**src/rtl/itype_exec_ctrl.sv**
```systemverilog
// Sequenced execute unit for RISC-V I-type ALU ops.
// Accept -> read rs1 -> compute -> write back rd.
module itype_exec_ctrl #(
  parameter int XLEN = 32,
  parameter int RA_W = 5
) (
  input  logic            clk,
  input  logic            rst_n,
  input  logic            instr_valid,
  input  logic [31:0]     instr,
  output logic            instr_ready,
  output logic [RA_W-1:0] rf_raddr,
  input  logic [XLEN-1:0] rf_rdata,
  output logic            rf_we,
  output logic [RA_W-1:0] rf_waddr,
  output logic [XLEN-1:0] rf_wdata,
  output logic            done,
  output logic            illegal,
  output logic            busy
);

  typedef enum logic [2:0] {
    S_IDLE, S_READ, S_EXEC, S_WB, S_ERR
  } state_t;

  state_t          state_q, state_d;
  logic [31:7]     instr_q, instr_d;
  logic [XLEN-1:0] a_q, a_d;
  logic [RA_W-1:0] rf_waddr_q, rf_waddr_d;
  logic [XLEN-1:0] rf_wdata_q, rf_wdata_d;
  logic            rf_we_q, rf_we_d;
  logic            done_q, done_d;
  logic            illegal_q, illegal_d;
  logic            busy_q, busy_d;

  logic            legal;
  logic [2:0]      f3_in;
  logic [6:0]      f7_in;
  logic [XLEN-1:0] imm;
  logic [4:0]      shamt;
  logic [XLEN-1:0] sra_res;
  logic [XLEN-1:0] alu_res;

  assign instr_ready = (state_q == S_IDLE);
  assign rf_raddr    = instr_q[19:15];
  assign rf_we       = rf_we_q;
  assign rf_waddr    = rf_waddr_q;
  assign rf_wdata    = rf_wdata_q;
  assign done        = done_q;
  assign illegal     = illegal_q;
  assign busy        = busy_q;

  // Legality of the word offered on the handshake
  always_comb begin
    f3_in = instr[14:12];
    f7_in = instr[31:25];
    legal = (instr[6:0] == 7'b0010011);
    if (f3_in == 3'b001 && f7_in != 7'b0)
      legal = 1'b0;
    if (f3_in == 3'b101 && f7_in != 7'b0
        && f7_in != 7'b0100000)
      legal = 1'b0;
  end

  // ALU on the latched instruction and operand
  always_comb begin
    imm     = {{(XLEN-12){instr_q[31]}},
               instr_q[31:20]};
    shamt   = instr_q[24:20];
    sra_res = $signed(a_q) >>> shamt;
    alu_res = '0;
    case (instr_q[14:12])
      3'b000: alu_res = a_q + imm;
      3'b010: alu_res =
        XLEN'($signed(a_q) < $signed(imm));
      3'b011: alu_res = XLEN'(a_q < imm);
      3'b100: alu_res = a_q ^ imm;
      3'b110: alu_res = a_q | imm;
      3'b111: alu_res = a_q & imm;
      3'b001: alu_res = a_q << shamt;
      3'b101: alu_res = instr_q[30] ? sra_res
                                    : a_q >> shamt;
      default: alu_res = '0;
    endcase
  end

  // Next-state logic
  always_comb begin
    state_d = state_q;
    unique case (state_q)
      S_IDLE: if (instr_valid)
                state_d = legal ? S_READ : S_ERR;
      S_READ: state_d = S_EXEC;
      S_EXEC: state_d = S_WB;
      S_WB:   state_d = S_IDLE;
      S_ERR:  state_d = S_IDLE;
      default: state_d = S_IDLE;
    endcase
  end

  // Datapath register updates per state
  always_comb begin
    instr_d    = instr_q;
    a_d        = a_q;
    rf_waddr_d = rf_waddr_q;
    rf_wdata_d = rf_wdata_q;
    if (state_q == S_IDLE && instr_valid)
      instr_d = instr[31:7];
    if (state_q == S_READ)
      a_d = rf_rdata;
    if (state_q == S_EXEC) begin
      rf_wdata_d = alu_res;
      rf_waddr_d = instr_q[11:7];
    end
  end

  // Registered outputs follow the state being entered
  always_comb begin
    rf_we_d   = (state_d == S_WB)
                && (instr_q[11:7] != 5'd0);
    done_d    = (state_d == S_WB);
    illegal_d = (state_d == S_ERR);
    busy_d    = (state_d != S_IDLE);
  end

  // State and datapath registers
  always_ff @(posedge clk or negedge rst_n) begin
    if (!rst_n) begin
      state_q    <= S_IDLE;
      instr_q    <= '0;
      a_q        <= '0;
      rf_waddr_q <= '0;
      rf_wdata_q <= '0;
      rf_we_q    <= 1'b0;
      done_q     <= 1'b0;
      illegal_q  <= 1'b0;
      busy_q     <= 1'b0;
    end else begin
      state_q    <= state_d;
      instr_q    <= instr_d;
      a_q        <= a_d;
      rf_waddr_q <= rf_waddr_d;
      rf_wdata_q <= rf_wdata_d;
      rf_we_q    <= rf_we_d;
      done_q     <= done_d;
      illegal_q  <= illegal_d;
      busy_q     <= busy_d;
    end
  end

endmodule
```
**config.mk**
```make
export PLATFORM = sky130hd
export DESIGN_NAME = itype_exec_ctrl
export DESIGN_NICKNAME = d
export VERILOG_FILES = /design/src/rtl/itype_exec_ctrl.sv
export SDC_FILE = /design/constraint.sdc
export NUM_CORES = 1
export LEC_CHECK = 0
export ABC_AREA = 1
export CAP_MARGIN = 5
export CORE_MARGIN = 1
export CORE_UTILIZATION = 30
export CTS_CLUSTER_SIZE = 25
export DETAILED_ROUTE_END_ITERATION = 7
export PLACE_DENSITY = 0.54
export SLEW_MARGIN = 10
export SYNTH_ARGS = -nofsm -noshare
export SYNTH_HDL_FRONTEND = slang
export SYNTH_SLANG_ARGS = --single-unit
```
**constraint.sdc**
```tcl
create_clock -name clk -period 3.8 [get_ports clk]
set_input_delay 1.14 -clock clk [delete_from_list [all_inputs] [get_ports clk]]
set_output_delay 1.14 -clock clk [all_outputs]
set_load 0.005 [all_outputs]
```
==> summary.txt <==
status - complete, no violations
First-pass DRT Iterations - 6
Max Cap Viol - 0
cells after synthesis - 1914
Max-Slew Margin vs Limit - 41.61%
Post-Layout Cell Count - 2489
RSZ-0062 raised after global routing - false
vias per inst - 5.397
clk sinks - 101
Skew-Pair Late Insertion Delay - 370 ps
Post-DRT Antenna Nets - 0
hold_buf cts - 0
critical path peak fanout - 42
DIE AREA - 39440 um2
count leader, synth - nand2_1
Ports - 114
dominant cells by area after synthesis - dfrtp_1, nand2_1, nand3_1
Die Wd - 198.6 um
CP endpoint kind - flop
Yosys top cell area share - 21.80%
WS Path Type - reg2reg
WP data required - 4070 ps
Post-Syn Area per Cell - 6.059 um2
# rows - 71
Net Count, Synth - 2079
Netlist Area Pre-Place - 11600 um2
antenna violations before repair - 0
total congestion overflow - 0
Worst-Margin Slew - 872.6 ps
final hold viol count - 0
arrival time at the worst endpoint - 3200 ps
routed len/inst - 21.52 um
H-Tree Depth - 3
area leader, netlist - dfrtp_1
Synthesis Warnings - 0
crit path launch type - flop
Max Buffers Root-to-Sink - 2
IO Port Bufs - 113
clock buffer count from CTS - 9
fmax - 340.5 MHz
Tot GR Track Use - 27.33%
Final Setup Violations - 0
pin count of the biggest net entering global routing - 97
die height - 198.6 um
root buf cell - clkbuf_16
# nets final - 2138
share of layout cells above drive strength 1 - 5.511%
core box area - 37840 um2
Starting Density - 30.64%
clock transition at the registers of the reported paths - 90 ps
fin crit share - 77.29%
proportion of synthesized chip area in sequential cells - 21.80%
Final Max Tran Viols - 0
ys flop type - dfrtp_1
Post-CTS Setup Bufs - 0
Multi-input gate area - 7869 um2
FILL cells - 4312
routability cong. - 0.9754
Fin Clk Skew - 9.055 ps
ys async rst share - 100.0%
sequential cell area - 2530 um2
Ant. Diodes - 0
top cells by count, synth - nand2_1, nand3_1, inv_1, nor2_1, a21oi_1
Routed WL - 53560 um
EDFF count, synth - 0
FF+latch count, synth - 101
post-CTS resize count - 0
vias in the first global route - 12670
CTS tree - done
first-pass GRT wire length - 79850 um
post-route DRC violation count - 0
DR iter-0 viols - 1375
Yosys cell types - 48
Inst Count DP - 2473
Post-Route Setup TNS - 0 ps
Min Clock Period, post-route - 2937 ps
Area Growth Syn to Fin - 15.96%
sum of net half-perimeters after detailed placement - 42650 um
worst hold path class - reg2reg
vias after detailed routing - 13430
-- path summary, 6_finish.rpt --
| check | startpoint | to | slack, ps | cells past startpoint |
|---|---|---|---|---|
| worst max-delay path | instr_q[31]$_DFFE_PN0P_ | rf_wdata[20]$_DFFE_PN0P_ | 860 | 13 |
| worst min-delay path | rf_wdata[21]$_DFFE_PN0P_ | rf_wdata[21]$_DFFE_PN0P_ | 490 | 2 |
| worst max register to register | instr_q[31]$_DFFE_PN0P_ | rf_wdata[20]$_DFFE_PN0P_ | 860 | 13 |
| worst min register to register | rf_wdata[21]$_DFFE_PN0P_ | rf_wdata[21]$_DFFE_PN0P_ | 490 | 2 |
| max in group asynchronous | rst_n | rf_wdata[28]$_DFFE_PN0P_ | 2460 | 2 |
| min in group asynchronous | rst_n | instr_q[22]$_DFFE_PN0P_ | 570 | 1 |
-- metal layers --
metal  vias to the layer above  GRT usage, %  part of all wire, %
li1                       6400             -                    -
met4                         0         10.14                  3.5
met5                         -             0                    0
met2                       501         43.33                   45
met3                        76         3.103                  6.2
met1                      6455         37.90                   45
-- registers in the layout (all words and copies together) (netlist names) --
signal,count
a_q,32
busy,1
done,1
illegal,1
instr_q,25
rf_waddr,5
rf_wdata,32
rf_we,1
state_q,3
-- per-stage QoR --
step           setup slack [ps]  area (um2)  hold slack [ps]  util [%]
2_1_floorplan             720.4       11600            464.3         -
3_3_place_gp              909.1       13140            472.2     34.73
3_5_place_dp              940.6       13140            465.1     34.73
4_1_cts                   911.3       13450            492.3     35.53
5_1_grt                   782.6       13450            514.3     35.53
6_report                  863.0       13450            492.4     35.53
-- worst max-delay path, stage by stage (launching register included) --
cell	delay (ps)
dfrtp_1	350
inv_1	60
buf_12	180
ha_1	570
nand2_1	170
nor2_1	220
inv_1	80
nor2_1	260
nand4_1	290
nand4_1	180
nand2_1	110
nand2_1	80
nand2_1	60
o21a_1	180
-- placed cells by master (no fill, tap or decap), types with 14 or more instances in the layout --
cell               n
a21oi_1          136
buf_4             27
clkdlybuf4s50_1  112
dfrtp_1           99
ha_1              97
inv_1            174
inv_2             14
nand2_1          577
nand2_2           16
nand3_1          305
nand4_1           18
nor2_1           149
o211ai_1          15
o21ai_0           64
o21ai_1           36
-- layout make-up --
class                           instances  area share [%]
Clock inverter                          7          0.5769
Inverter                              191           5.369
Multi-Input combinational cell       1528           58.52
Timing Repair Buffer                  142           10.29
Clock buffer                            9           1.675
Tap cell                              511           4.755
Sequential cell                       101           18.81
-- kinds of logic (layout without fill, tap and decap cells) --
logic type,count (synthesis),count (layout),share of synthesized area (%)
fa+ha+maj,98,98,10.64
mux,5,5,0.4855
compound gates,298,298,14.42
xor+xnor,12,12,0.9063
simple gates,1115,1115,41.29
buf+inv,285,349,10.47
flops,101,101,21.80
Power is left out: the tool's default activity adds up to more than one toggle a clock period on the data nets, which glitch-free logic cannot reach.
